### src/rtl/noc_pkg.sv
// Shared mesh-NoC definitions.
//   - Router port indices (NORTH..LOCAL) and NUM_PORTS.
//   - Address pack/unpack helpers. The X/Y/address widths are passed as arguments.
//     Values travel in a 32-bit container, so every address width must be <= 32.
//     The X field sits in the top X bits of the address.
//     The Y field sits directly below the X field.
//     Any remaining low bits are zero.
package noc_pkg;

  localparam int NORTH     = 0;
  localparam int EAST      = 1;
  localparam int SOUTH     = 2;
  localparam int WEST      = 3;
  localparam int LOCAL     = 4;
  localparam int NUM_PORTS = 5;

  function automatic logic [31:0] noc_field_mask(input int w);
    return (32'd1 << w) - 32'd1;
  endfunction

  // Build a router address from (x,y); low fill bits are zero.
  function automatic logic [31:0] noc_pack_addr(input logic [31:0] x, input logic [31:0] y,
                                                input int addr_w, input int x_w, input int y_w);
    logic [31:0] xm;
    logic [31:0] ym;
    xm = x & noc_field_mask(x_w);
    ym = y & noc_field_mask(y_w);
    return (xm << (addr_w - x_w)) | (ym << (addr_w - x_w - y_w));
  endfunction

  // Extract the X field of an address (zero-extended).
  function automatic logic [31:0] noc_addr_x(input logic [31:0] addr, input int addr_w,
                                             input int x_w);
    return (addr >> (addr_w - x_w)) & noc_field_mask(x_w);
  endfunction

  // Extract the Y field of an address (zero-extended).
  function automatic logic [31:0] noc_addr_y(input logic [31:0] addr, input int addr_w,
                                             input int x_w, input int y_w);
    return (addr >> (addr_w - x_w - y_w)) & noc_field_mask(y_w);
  endfunction

endpackage

### src/rtl/noc_sync_fifo.sv
// Single-clock FIFO with first-word-fall-through read.
// Ports:
//   - clk, rst: clock and synchronous active-high reset. Reset empties the FIFO.
//   - push, push_data: write request and write data. A push is ignored while full.
//   - pop, pop_data: read request and the data at the head.
//     pop_data is 0 when the FIFO is empty. A pop is ignored while empty.
//   - full, empty, count: occupancy. count is clog2(DEPTH)+1 bits wide.
// Constraint: DEPTH must be a power of 2 and >= 2, so the pointers wrap by overflow.
module noc_sync_fifo #(
  parameter int WIDTH = 40,
  parameter int DEPTH = 4
) (
  input  logic                       clk,
  input  logic                       rst,
  input  logic                       push,
  input  logic [WIDTH-1:0]           push_data,
  input  logic                       pop,
  output logic [WIDTH-1:0]           pop_data,
  output logic                       full,
  output logic                       empty,
  output logic [$clog2(DEPTH):0]     count
);

  localparam int PTR_W = $clog2(DEPTH);
  localparam int CNT_W = PTR_W + 1;

  logic [WIDTH-1:0] mem [DEPTH];
  logic [PTR_W-1:0] wr_ptr_reg;
  logic [PTR_W-1:0] rd_ptr_reg;
  logic [CNT_W-1:0] count_reg;
  logic             do_push;
  logic             do_pop;

  assign full  = (count_reg == CNT_W'(DEPTH));
  assign empty = (count_reg == '0);
  assign count = count_reg;

  // Fullness is judged on the current count only.
  // A pop in the same cycle therefore never makes room for a push.
  assign do_push = push && !full;
  assign do_pop  = pop && !empty;

  assign pop_data = empty ? '0 : mem[rd_ptr_reg];

  always_ff @(posedge clk) begin
    if (rst) begin
      wr_ptr_reg <= '0;
      rd_ptr_reg <= '0;
      count_reg  <= '0;
    end else begin
      if (do_push) wr_ptr_reg <= wr_ptr_reg + PTR_W'(1);
      if (do_pop)  rd_ptr_reg <= rd_ptr_reg + PTR_W'(1);
      case ({do_push, do_pop})
        2'b10:   count_reg <= count_reg + CNT_W'(1);
        2'b01:   count_reg <= count_reg - CNT_W'(1);
        default: count_reg <= count_reg;
      endcase
    end
  end

  // The storage array is not reset.
  // Stale contents are never visible, because reads are masked while the FIFO is empty.
  always_ff @(posedge clk) begin
    if (do_push) mem[wr_ptr_reg] <= push_data;
  end

endmodule

### src/rtl/mesh_network_interface.sv
// Network interface between a core and the LOCAL port of a mesh router.
// Ports:
//   - clk, rst: clock and synchronous active-high reset.
//   - local_x_addr, local_y_addr: this tile's coordinates.
//   - Injection from the core: tx_valid, tx_data, tx_dest_x, tx_dest_y, tx_ready.
//   - To the router local input: noc_valid_o, noc_data_o, noc_addr_o, noc_ready_i.
//   - From the router local output: noc_valid_i, noc_data_i, noc_addr_i, noc_ready_o.
//   - Ejection to the core: rx_valid, rx_data, rx_src_addr, rx_ready.
//   - Statistics:
//       stat_clr clears all statistics.
//       tx_flit_cnt and rx_flit_cnt wrap.
//       drop_cnt saturates.
//       misroute_err is a sticky misroute flag.
// Behaviour:
//   - Flits are buffered in a TX FIFO and an RX FIFO; there is no bypass path.
//   - A flit from the router whose X/Y does not match this tile is dropped, not delivered.
//   - ADDR_WIDTH must be <= 32.
module mesh_network_interface
  import noc_pkg::*;
#(
  parameter int DATA_WIDTH   = 32,
  parameter int ADDR_WIDTH   = 8,
  parameter int X_ADDR_WIDTH = 4,
  parameter int Y_ADDR_WIDTH = 4,
  parameter int TX_DEPTH     = 4,
  parameter int RX_DEPTH     = 4,
  parameter int CNT_WIDTH    = 16
) (
  input  logic                    clk,
  input  logic                    rst,
  input  logic [X_ADDR_WIDTH-1:0] local_x_addr,
  input  logic [Y_ADDR_WIDTH-1:0] local_y_addr,
  input  logic                    tx_valid,
  input  logic [DATA_WIDTH-1:0]   tx_data,
  input  logic [X_ADDR_WIDTH-1:0] tx_dest_x,
  input  logic [Y_ADDR_WIDTH-1:0] tx_dest_y,
  output logic                    tx_ready,
  output logic                    noc_valid_o,
  output logic [DATA_WIDTH-1:0]   noc_data_o,
  output logic [ADDR_WIDTH-1:0]   noc_addr_o,
  input  logic                    noc_ready_i,
  input  logic                    noc_valid_i,
  input  logic [DATA_WIDTH-1:0]   noc_data_i,
  input  logic [ADDR_WIDTH-1:0]   noc_addr_i,
  output logic                    noc_ready_o,
  output logic                    rx_valid,
  output logic [DATA_WIDTH-1:0]   rx_data,
  output logic [ADDR_WIDTH-1:0]   rx_src_addr,
  input  logic                    rx_ready,
  input  logic                    stat_clr,
  output logic [CNT_WIDTH-1:0]    tx_flit_cnt,
  output logic [CNT_WIDTH-1:0]    rx_flit_cnt,
  output logic [CNT_WIDTH-1:0]    drop_cnt,
  output logic                    misroute_err
);

  localparam int FLIT_W = ADDR_WIDTH + DATA_WIDTH;

  logic [ADDR_WIDTH-1:0]        tx_addr;
  logic [FLIT_W-1:0]            tx_dout;
  logic [FLIT_W-1:0]            rx_dout;
  logic                         tx_full;
  logic                         tx_empty;
  logic                         rx_full;
  logic                         rx_empty;
  logic [$clog2(TX_DEPTH):0]    tx_count;
  logic [$clog2(RX_DEPTH):0]    rx_count;
  logic                         addr_match;
  logic                         rx_accept;
  logic                         rx_push;
  logic                         rx_drop;
  logic                         tx_fire;
  logic                         rx_fire;
  logic [CNT_WIDTH-1:0]         tx_flit_cnt_reg;
  logic [CNT_WIDTH-1:0]         rx_flit_cnt_reg;
  logic [CNT_WIDTH-1:0]         drop_cnt_reg;
  logic                         misroute_err_reg;
  logic                         unused_fifo_count;

  // All handshake outputs are forced low while reset is held.
  // This holds even in the cycle before the reset edge empties the FIFOs.
  assign tx_ready    = !rst && !tx_full;
  assign noc_valid_o = !rst && !tx_empty;
  assign noc_ready_o = !rst && !rx_full;
  assign rx_valid    = !rst && !rx_empty;

  assign tx_addr = ADDR_WIDTH'(noc_pack_addr(32'(tx_dest_x), 32'(tx_dest_y),
                                             ADDR_WIDTH, X_ADDR_WIDTH, Y_ADDR_WIDTH));

  assign noc_addr_o = tx_dout[FLIT_W-1 -: ADDR_WIDTH];
  assign noc_data_o = tx_dout[DATA_WIDTH-1:0];

  noc_sync_fifo #(.WIDTH(FLIT_W), .DEPTH(TX_DEPTH)) u_tx_fifo (
    .clk       (clk),
    .rst       (rst),
    .push      (tx_valid && tx_ready),
    .push_data ({tx_addr, tx_data}),
    .pop       (tx_fire),
    .pop_data  (tx_dout),
    .full      (tx_full),
    .empty     (tx_empty),
    .count     (tx_count)
  );

  // Readiness toward the router depends only on RX fullness.
  // Address contents never affect it; the X/Y check only decides keep-or-drop.
  assign addr_match =
    (noc_addr_x(32'(noc_addr_i), ADDR_WIDTH, X_ADDR_WIDTH) == 32'(local_x_addr)) &&
    (noc_addr_y(32'(noc_addr_i), ADDR_WIDTH, X_ADDR_WIDTH, Y_ADDR_WIDTH) == 32'(local_y_addr));
  assign rx_accept = noc_valid_i && noc_ready_o;
  assign rx_push   = rx_accept && addr_match;
  assign rx_drop   = rx_accept && !addr_match;

  noc_sync_fifo #(.WIDTH(FLIT_W), .DEPTH(RX_DEPTH)) u_rx_fifo (
    .clk       (clk),
    .rst       (rst),
    .push      (rx_push),
    .push_data ({noc_addr_i, noc_data_i}),
    .pop       (rx_fire),
    .pop_data  (rx_dout),
    .full      (rx_full),
    .empty     (rx_empty),
    .count     (rx_count)
  );

  assign rx_src_addr = rx_dout[FLIT_W-1 -: ADDR_WIDTH];
  assign rx_data     = rx_dout[DATA_WIDTH-1:0];

  // FIFO occupancy is not needed here; full/empty carry all the flow control.
  assign unused_fifo_count = ^{tx_count, rx_count};

  assign tx_fire = noc_valid_o && noc_ready_i;
  assign rx_fire = rx_valid && rx_ready;

  // stat_clr takes priority over any increment or misroute in the same cycle.
  always_ff @(posedge clk) begin
    if (rst || stat_clr) begin
      tx_flit_cnt_reg  <= '0;
      rx_flit_cnt_reg  <= '0;
      drop_cnt_reg     <= '0;
      misroute_err_reg <= 1'b0;
    end else begin
      if (tx_fire) tx_flit_cnt_reg <= tx_flit_cnt_reg + CNT_WIDTH'(1);
      if (rx_fire) rx_flit_cnt_reg <= rx_flit_cnt_reg + CNT_WIDTH'(1);
      if (rx_drop) begin
        misroute_err_reg <= 1'b1;
        if (drop_cnt_reg != '1) drop_cnt_reg <= drop_cnt_reg + CNT_WIDTH'(1);
      end
    end
  end

  assign tx_flit_cnt  = tx_flit_cnt_reg;
  assign rx_flit_cnt  = rx_flit_cnt_reg;
  assign drop_cnt     = drop_cnt_reg;
  assign misroute_err = misroute_err_reg;

endmodule

### config.mk
export PLATFORM = sky130hd
export DESIGN_NAME = mesh_network_interface
export DESIGN_NICKNAME = d
export VERILOG_FILES = /design/src/rtl/noc_pkg.sv /design/src/rtl/noc_sync_fifo.sv /design/src/rtl/mesh_network_interface.sv
export SDC_FILE = /design/constraint.sdc
export NUM_CORES = 1
export LEC_CHECK = 0
export CORE_UTILIZATION = 55
export CTS_BUF_LIST = sky130_fd_sc_hd__clkbuf_8
export DETAILED_ROUTE_END_ITERATION = 6
export PLACE_DENSITY = 0.8
export SKIP_LAST_GASP = 1
export SLEW_MARGIN = 40
export SYNTH_ARGS = -nofsm -noshare
export SYNTH_HDL_FRONTEND = slang
export SYNTH_SLANG_ARGS = --single-unit
export TNS_END_PERCENT = 10
### constraint.sdc
create_clock -name clk -period 4.6 [get_ports clk]
set_input_delay 0.92 -clock clk [delete_from_list [all_inputs] [get_ports clk]]
set_output_delay 0.92 -clock clk [all_outputs]
set_load 0.02 [all_outputs]
==> results.tsv, run 1 <==
stage	metric	value	unit
cts	Sink Count	387	
min_path	Hold Crit Class	reg -> reg	
flow_run	Max Cap Violations	0	
logic_synthesis	top-count cell post-synth	edfxtp_1	
logic_synthesis	Mapped Area	15370	um2
die	Die Span X	169.2	um
cts	htree depth	2	
logic_synthesis	top-area cell type share of the netlist area	62.51	%
worst_setup_path	CP bufs+invs	2	
power_and_ir_drop	Leakage	6.214	nW
logic_synthesis	register area share after synthesis	71.24	%
worst_setup_path	Critical Path, Cell by Cell	buf_12 > mux4_2 > nor2b_1 > clkdlybuf4s50_1	
worst_setup_path	Setup crit end kind	primary output	
run_status	status	finished, final reports clean	
worst_setup_path	CP max-delay cell	dfxtp_2	
placed_design	RD Place Congestion	0.8319	
sta	Max-slew headroom	47.54	%
logic_synthesis	largest family of logic cells by synthesized area	multiplexers	
logic_synthesis	asr flop ratio synth	0	%
logic_synthesis	Synth area leader	edfxtp_1	
sta	Fin Hold WS	475.3	ps
detailed_routing	vias	8704	
die	core area	27180	um2
worst_setup_path	CP Class	reg -> out	
placed_design	Area after DPL	18160	um2
grt	initial antenna violation count	3	
logic_synthesis	Post-Synth Simple-Gate Area	9.254	%
die	Top-Level Pins	228	
detailed_routing	DRT Pass-1 Iters	5	
power_and_ir_drop	P per Cell Area	381.5	nW/um2
sta	final hold vios	0	
grt	vias in the first global route	8844	
sta	period utilization	83.62	%
detailed_routing	DR top layer	met5	
die	die area	28620	um2
final_layout	Area Overhead vs Synth	26.20	%
sta	Slew Limit Fails	0	
sta	Final min period	3846	ps
logic_synthesis	post-synthesis adder-cell area fraction	1.319	%
cts	hold_buf cts	0	
detailed_routing	met1 WL	12.55	mm
logic_synthesis	mux cell area share after synthesis	12.18	%
detailed_routing	ANT nets after route	0	
cts	CTS Buffer Depth	3	
cts	CTS tree	yes	
worst_setup_path	CP Max Fanout	25	
cts	clock buffer count from CTS	60	
final_layout	layout cells sized above 1	17.72	%
detailed_routing	wire length on met2	15.74	mm
detailed_routing	WL final	31.42	mm
die	initial cell density of the core	56.57	%
sta	clk_skew	13.12	ps
cts	Post-CTS Setup Inserts	0	
cts	Root Buffer	clkbuf_8	
logic_synthesis	Post-synth top flop	edfxtp_1	
logic_synthesis	syn avg cell area	17.23	um2
sta	RSZ-0062 raised after global routing	no	
placed_design	dpl hpwl	20.06	mm
sta	Slew @ Worst Pin	782.7	ps
worst_setup_path	critical path depth	4	
cts	clk_lat worst skew	590	ps
detailed_routing	metal3 WL	2.639	mm
logic_synthesis	Post-Synth XOR/XNOR Area	2.393	%
logic_synthesis	Post-Syn Nets	1002	
final_layout	layout net count	1274	
cts	CTS resizes	0	
logic_synthesis	most common library cells after synthesis	edfxtp_1 (320), mux4_2 (80), dfxtp_1 (67), nor2_1 (52), and2_1 (47)	
grt	global-route wire length before repair	48.45	mm
worst_setup_path	CP delay by family, top	buffers and inverters	
cts	clock transition at the registers of the reported paths	60	ps
worst_setup_path	critical path data arrival time	2930	ps
logic_synthesis	Yosys reg bits	387	
final_layout	Finished Cell Area	19400	um2
sta	Final TNS setup	0	ps
grt	GRT Total Usage	22.15	%
power_and_ir_drop	peak supply drop	274.8	uV
logic_synthesis	Yosys cell types	43	
placed_design	Post-Place Worst Slack	815.6	ps
detailed_routing	wire length per cell	19.81	um
final_layout	biggest regs	u_rx_fifo.mem: 160 flops, u_tx_fifo.mem: 160 flops	
die	row cnt	60	
detailed_routing	# DRC	0	
sta	Final setup viols	0	
detailed_routing	Initial DRC Count	731	
grt	largest net degree at the start of global routing	46	
logic_synthesis	post-synthesis compound-gate area fraction	2.010	%
worst_setup_path	Reg2Reg Depth	9	
worst_setup_path	Crit path required time	3680	ps
detailed_routing	vias per cell	5.488	
worst_setup_path	crit path launch type	flop	
sta	setup ws final	753.6	ps
logic_synthesis	Ys Warns	0	
logic_synthesis	Mapped Cells	892	
grt	GRT overflow	0	
placed_design	I/O Buffers	227	
worst_setup_path	CP max stage delay	720	ps
min_path	hold path depth	2	
power_and_ir_drop	Total Power	7.400	mW
final_layout	fill count	1751	
sta	f_max	0.2600	GHz
logic_synthesis	ranking of synthesized cells by area	edfxtp_1 (63%), mux4_2 (12%), dfxtp_1 (8.7%)	
die	Die Y	169.2	um
logic_synthesis	number of enable flip-flop cells after synthesis	320	
tightest hold or removal path, delay by kind of cell (launching register included):
kind / cells / cell delay [ps]
flops: 1 / 320
simple gates: 2 / 120
layout by cell type (no fill, tap or decap), drive strengths merged, types with 14 or more instances in the layout:
cell type	synthesis	routed
a21oi	22	22
and2	47	47
buf	16	24
clkbuf	25	61
clkdlybuf4s50	0	227
clkinv	0	37
dfxtp	67	67
edfxtp	320	320
inv	17	23
mux4	80	80
nand2	25	25
nand3	15	15
nor2	52	52
nor2b	40	40
nor3	14	14
or3	16	16
xnor2	19	19
xor2	23	23
per-layer routing:
metal	vias to the layer above	track usage, %
met2	291	36.93
met1	4366	28.42
met3	41	6.693
li1	4002	-
met4	4	5.875
met5	-	0
path summary, 6_finish.rpt:
| path | slack, ps | start | to |
|---|---|---|---|
| max | 750 | flop | noc_data_o[7] |
| min | 480 | misroute_err | misroute_err |
| max reg2reg | 1940 | u_tx_fifo.count[0] | u_tx_fifo.count[2] |
| min reg2reg | 480 | misroute_err | misroute_err |
power breakdown:
| group | total (mW) | internal (mW) | switching [mW] |
|---|---|---|---|
| Sequential | 3.86 | 3.84 | 0.0242 |
| Clock | 2.96 | 1.64 | 1.32 |
| Combinational | 0.580 | 0.279 | 0.301 |
cell type report:
| cell class | count | area, um2 | share of cell area, % |
|---|---|---|---|
| multi-input combinational | 447 | 4197 | 21.63 |
| clock inverter | 50 | 399.1 | 2.057 |
| antenna | 1 | 2.502 | 0.01290 |
| inverter | 17 | 63.81 | 0.3289 |
| sequential | 387 | 10960 | 56.47 |
| timing repair buffer | 251 | 2477 | 12.77 |
| tap | 372 | 465.4 | 2.399 |
| clock buffer | 61 | 839.6 | 4.328 |
kinds of logic after synthesis:
family,count (synthesis)
compound gates,50
xor+xnor,42
fa+ha+maj,15
buf+inv,58
flops,387
mux,87
simple gates,253
stage by stage:
stage	util (%)	instances
finish	71.39	1586
global route	71.38	1585
CTS	71.38	1585
detailed placement	66.82	1474
global placement	66.80	1474
floorplan	-	892
No activity file was read; power rests on OpenSTA's default activity.
==> inputs of run 2 (changes only) <==
==> constraint.sdc (replaced) <==
create_clock -name clk -period 3.6 [get_ports clk]
set_input_delay 0.72 -clock clk [delete_from_list [all_inputs] [get_ports clk]]
set_output_delay 0.72 -clock clk [all_outputs]
set_load 0.02 [all_outputs]
==> run 2 against run 1 <==
  * Non-clock buffer count increased by 1
  * Cell area hardly changed
  * Critical path depth did not move
  * Total power increased by 21%
  * Die area is the same
  * Critical endpoint is now rx_src_addr[3]
  * Largest cell class unchanged
==> results.tsv, run 2 (synthesized netlist as in run 1, its figures left out) <==
stage	metric	value	unit
cts	CTS tree	yes	
grt	largest net degree at the start of global routing	47	
sta	Slew @ Worst Pin	631.2	ps
worst_setup_path	Setup crit end kind	primary output	
detailed_routing	wire length on met2	15.35	mm
flow_run	Max Cap Violations	0	
sta	Final TNS setup	0	ps
worst_setup_path	CP max stage delay	560	ps
cts	hold_buf cts	0	
worst_setup_path	R2R Path Start	u_rx_fifo.count[2]	
worst_setup_path	critical path data arrival time	2610	ps
min_path	Hold Crit Class	reg -> reg	
detailed_routing	DRT Pass-1 Iters	5	
sta	Final min period	3327	ps
grt	global-route wire length before repair	47.26	mm
placed_design	Post-Place Worst Slack	201.8	ps
worst_setup_path	R2R Setup Slk	1340	ps
cts	Sink Count	387	
detailed_routing	vias per cell	5.497	
final_layout	Area Overhead vs Synth	26.12	%
worst_setup_path	CP Class	reg -> out	
sta	setup ws final	272.9	ps
grt	GRT Total Usage	21.56	%
power_and_ir_drop	P per Cell Area	463.7	nW/um2
grt	vias in the first global route	8860	
min_path	hold path depth	2	
detailed_routing	metal3 WL	2.575	mm
min_path	Hold EP	misroute_err	
run_status	status	finished, final reports clean	
grt	initial antenna violation count	1	
cts	Root Buffer	clkbuf_8	
placed_design	RD Place Congestion	0.8477	
cts	clk_lat worst skew	600	ps
worst_setup_path	Crit path required time	2880	ps
detailed_routing	DR top layer	met5	
detailed_routing	WL final	30.74	mm
final_layout	commonest non-fill, non-tap cell in the layout	edfxtp_1	
detailed_routing	# DRC	0	
die	Die Y	169.2	um
worst_setup_path	CP max-delay cell	clkdlybuf4s50_1	
die	die area	28620	um2
sta	Final setup viols	0	
sta	final hold vios	0	
detailed_routing	vias	8685	
detailed_routing	ANT nets after route	0	
power_and_ir_drop	Leakage	6.213	nW
die	Die Span X	169.2	um
cts	Post-CTS Setup Inserts	0	
worst_setup_path	Reg2Reg Depth	8	
cts	clock transition at the registers of the reported paths	60	ps
grt	GRT overflow	0	
worst_setup_path	CP delay by family, top	buffers and inverters	
sta	Max-slew headroom	57.53	%
sta	Slew Limit Fails	0	
sta	clk_skew	25.16	ps
sta	RSZ-0062 raised after global routing	no	
final_layout	layout net count	1275	
final_layout	ANT cells	0	
cts	htree depth	2	
sta	f_max	0.3006	GHz
cts	CTS Buffer Depth	3	
die	row cnt	60	
final_layout	layout cells sized above 1	17.05	%
power_and_ir_drop	peak supply drop	384.0	uV
final_layout	fill count	1741	
final_layout	biggest regs	u_rx_fifo.mem: 160 flops, u_tx_fifo.mem: 160 flops	
sta	period utilization	92.42	%
detailed_routing	met1 WL	12.29	mm
worst_setup_path	CP bufs+invs	2	
placed_design	I/O Buffers	227	
die	core area	27180	um2
worst_setup_path	CP Max Fanout	14	
final_layout	commonest non-fill, non-tap cells in the layout	edfxtp_1 (320), clkdlybuf4s50_1 (227), mux4_2 (80)	
worst_setup_path	Crit Reg-Reg Endpoint	u_rx_fifo.count[2]	
min_path	min-delay src	misroute_err	
die	Top-Level Pins	228	
cts	clock buffer count from CTS	60	
detailed_routing	wire length per cell	19.46	um
worst_setup_path	crit path launch type	flop	
die	initial cell density of the core	56.57	%
worst_setup_path	Critical Path, Cell by Cell	buf_4 > mux4_2 > and2_1 > clkdlybuf4s50_1	
detailed_routing	Initial DRC Count	614	
placed_design	dpl hpwl	19.50	mm
run 2: cell count changes in the layout (fill, tap and decap cells not counted), moves of 2 or more:
cell	before	now
buf_4	22	12
bufinv_16	7	1
clkinv_1	21	16
inv_1	22	30
clkbuf_8	61	63
clkinv_2	16	9
buf_12	2	13
run 2: report_power, final:
group	internal, mW	switching (mW)	total (mW)
sequential	4.91	0.0210	4.93
clock	1.69	1.61	3.30
combinational	0.371	0.393	0.764
total	6.96	2.03	8.99
run 2: what timing repair did:
action                                 in CTS  in global routing
gates resized for setup                     0                  1
endpoints found under the hold margin       0                  0
setup endpoints to repair                   0                 17
run 2: worst max-delay path by stage:
stage,startpoint,endpoint,depth (start not counted)
global placement,noc_addr_i[0],u_rx_fifo.count[2],11
floorplan,local_y_addr[1],u_rx_fifo.mem[0][0],5
global route,flop,rx_data[0],4
CTS,flop,rx_src_addr[3],4
finish,flop,rx_src_addr[3],4
detailed placement,noc_addr_i[0],u_rx_fifo.count[2],11
run 2: area by class of cell:
cell class	count	area [um2]	area share [%]
clock inverters	42	211.5	1.091
flip-flops and latches	387	10960	56.52
clock buffers	63	867.1	4.472
repair buffers	252	2623	13.53
multi-input cells	447	4199	21.66
well taps	372	465.4	2.401
inverters	17	63.81	0.3291
run 2: tightest hold or removal path: cells and delay by family (launching register included):
kind / cells / cell delay (ps)
and+or+nand+nor: 2 / 120
DFF: 1 / 330
run 2: metal layers:
metal	up-vias	GRT usage, %
li1	3995	-
met1	4335	27.31
met2	302	36.52
met3	51	6.180
met4	2	5.915
met5	-	0
run 2: metrics by stage:
step           area (um2)  hold slack, ps  util, %  std cells  total power, mW
2_1_floorplan       15370           481.8        -        892            5.381
3_3_place_gp        18300           456.2    67.33       1475            5.778
3_5_place_dp        18300           471.8    67.34       1475            5.793
4_1_cts             19380           485.7    71.31       1580            9.080
5_1_grt             19390           523.5    71.34       1580            9.320
6_report            19390           476.1    71.34       1580            8.990
==> inputs of run 3 (changes only) <==
--- a/config.mk
+++ b/config.mk
@@ -10,7 +10,6 @@
 export DETAILED_ROUTE_END_ITERATION = 6
 export PLACE_DENSITY = 0.8
 export SKIP_LAST_GASP = 1
-export SLEW_MARGIN = 40
 export SYNTH_ARGS = -nofsm -noshare
 export SYNTH_HDL_FRONTEND = slang
 export SYNTH_SLANG_ARGS = --single-unit
==> run 3 against run 2 <==
  * Sequential share of layout area barely moved
  * Flip-flop and latch count did not move
  * Wire length barely moved
  * Cell area barely moved
  * Count of clock-buffer cells in the layout fell by 1
  * Die area did not move
  * First-iteration DRC count fell by 8.0%
  * Via count fell by 0.33%
  * Non-clock buffer count did not move
  * Global-route usage barely moved
  * Largest cell class unchanged
==> results.tsv, run 3 (synthesized netlist as in run 1, its figures left out) <==
stage	metric	value	unit
grt	initial antenna violation count	2	
power_and_ir_drop	peak supply drop	385.5	uV
die	initial cell density of the core	56.57	%
min_path	Hold Crit Class	reg -> reg	
grt	GRT overflow	0	
power_and_ir_drop	combinational share of power	8.6	%
sta	Slew Limit Fails	0	
final_layout	biggest regs	u_rx_fifo.mem: 160 flops, u_tx_fifo.mem: 160 flops	
flow_run	Max Cap Violations	0	
cts	clk_lat worst skew	610	ps
sta	period utilization	92.76	%
sta	Final min period	3339	ps
sta	Final TNS setup	0	ps
final_layout	Final Util	71.30	%
sta	final hold vios	0	
power_and_ir_drop	Total Power	8.907	mW
die	row cnt	60	
power_and_ir_drop	Sw Share	22.73	%
grt	global-route wire length before repair	47.10	mm
detailed_routing	wire length per cell	19.34	um
cts	CTS resizes	1	
cts	htree depth	2	
sta	f_max	0.2995	GHz
cts	Post-CTS Setup Inserts	0	
sta	RSZ-0062 raised after global routing	no	
final_layout	commonest non-fill, non-tap cell in the layout	edfxtp_1	
sta	Slew @ Worst Pin	904.3	ps
final_layout	commonest non-fill, non-tap cells in the layout	edfxtp_1 (320), clkdlybuf4s50_1 (227), mux4_2 (80)	
cts	clock transition at the registers of the reported paths	60	ps
cts	CTS tree	yes	
die	Top-Level Pins	228	
worst_setup_path	CP Max Fanout	14	
detailed_routing	WL final	30.73	mm
die	die area	28620	um2
cts	Sink Count	387	
power_and_ir_drop	Flop pwr share	55.3	%
final_layout	fill count	1749	
power_and_ir_drop	Leakage	6.236	nW
sta	clk_skew	23.36	ps
worst_setup_path	CP Class	reg -> out	
worst_setup_path	crit path launch type	flop	
cts	Root Buffer	clkbuf_8	
power_and_ir_drop	internal power	6.882	mW
worst_setup_path	Setup crit end kind	primary output	
placed_design	RD Place Congestion	0.8477	
worst_setup_path	critical path data arrival time	2620	ps
placed_design	dpl hpwl	19.54	mm
cts	clock buffer count from CTS	60	
detailed_routing	Initial DRC Count	565	
final_layout	layout net count	1275	
sta	Final setup viols	0	
grt	largest net degree at the start of global routing	47	
detailed_routing	# DRC	0	
final_layout	ANT cells	0	
sta	Max-slew headroom	39.71	%
power_and_ir_drop	P per Cell Area	459.7	nW/um2
die	Die Span X	169.2	um
final_layout	Area Overhead vs Synth	26.05	%
cts	hold_buf cts	0	
die	Die Y	169.2	um
grt	vias in the first global route	8773	
detailed_routing	ANT nets after route	0	
detailed_routing	DRT Pass-1 Iters	5	
placed_design	I/O Buffers	227	
detailed_routing	vias	8656	
power_and_ir_drop	NetSw	2.024	mW
power_and_ir_drop	clock network power share	36.1	%
worst_setup_path	Crit path required time	2880	ps
final_layout	layout cells sized above 1	16.60	%
run_status	status	finished, final reports clean	
grt	GRT Total Usage	21.56	%
die	core area	27180	um2
cts	CTS Buffer Depth	3	
detailed_routing	vias per cell	5.447	
run 3: cell count changes in the layout (fill, tap and decap cells not counted), sizes merged:
cell	before	now
clkbuf	63	62
clkinv	25	23
bufinv	1	0
inv	32	45
run 3: path summary, 6_finish.rpt:
path	startpoint	endpoint	slack, ps	cells after the start
worst min-delay path	misroute_err	misroute_err	480	2
worst min register to register	misroute_err	misroute_err	480	2
worst max-delay path	flop	rx_src_addr[3]	260	4
worst max register to register	drop_cnt[0]	drop_cnt[14]	1270	6
run 3: area by class of cell:
cell class	instances	area [um2]	area share [%]
sequential	387	10960	56.55
timing repair buffer	252	2623	13.53
multi-input combinational	447	4190	21.62
clock buffer	62	853.3	4.404
clock inverter	52	224.0	1.156
inverter	17	63.81	0.3293
tap	372	465.4	2.402
run 3: worst max-delay path, cell delays in order (launching register included):
cell	delay [ps]
dfxtp_4	540
buf_4	220
mux4_2	490
and2_1	200
clkdlybuf4s50_1	570
run 3: power by group through the flow:
stage               logic (mW)  clock network, mW  registers (mW)
floorplan                0.362                  0            5.02
global placement         0.759                  0            5.02
detailed placement       0.771                  0            5.02
CTS                      0.777               3.30            4.93
global route             0.820               3.50            4.93
finish                   0.765               3.21            4.93
run 3: stage by stage:
| step | hold slack [ps] | setup slack (ps) | std cells | area [um2] |
|---|---|---|---|---|
| detailed placement | 474.3 | 193.1 | 1475 | 18300 |
| global placement | 456.2 | 267.6 | 1475 | 18300 |
| global route | 529.9 | 138.2 | 1589 | 19380 |
| CTS | 488.5 | 184.8 | 1589 | 19380 |
| floorplan | 481.8 | 546.8 | 892 | 15370 |
| finish | 476.5 | 260.6 | 1589 | 19380 |
run 3: routing by layer:
| layer | vias up | global-route usage, % | routed length, um |
|---|---|---|---|
| met4 | 4 | 6.580 | 520 |
| met1 | 4325 | 27.39 | 12560 |
| met2 | 277 | 35.70 | 15220 |
| li1 | 4004 | - | - |
| met5 | - | 0 | 27 |
| met3 | 46 | 6.740 | 2399 |
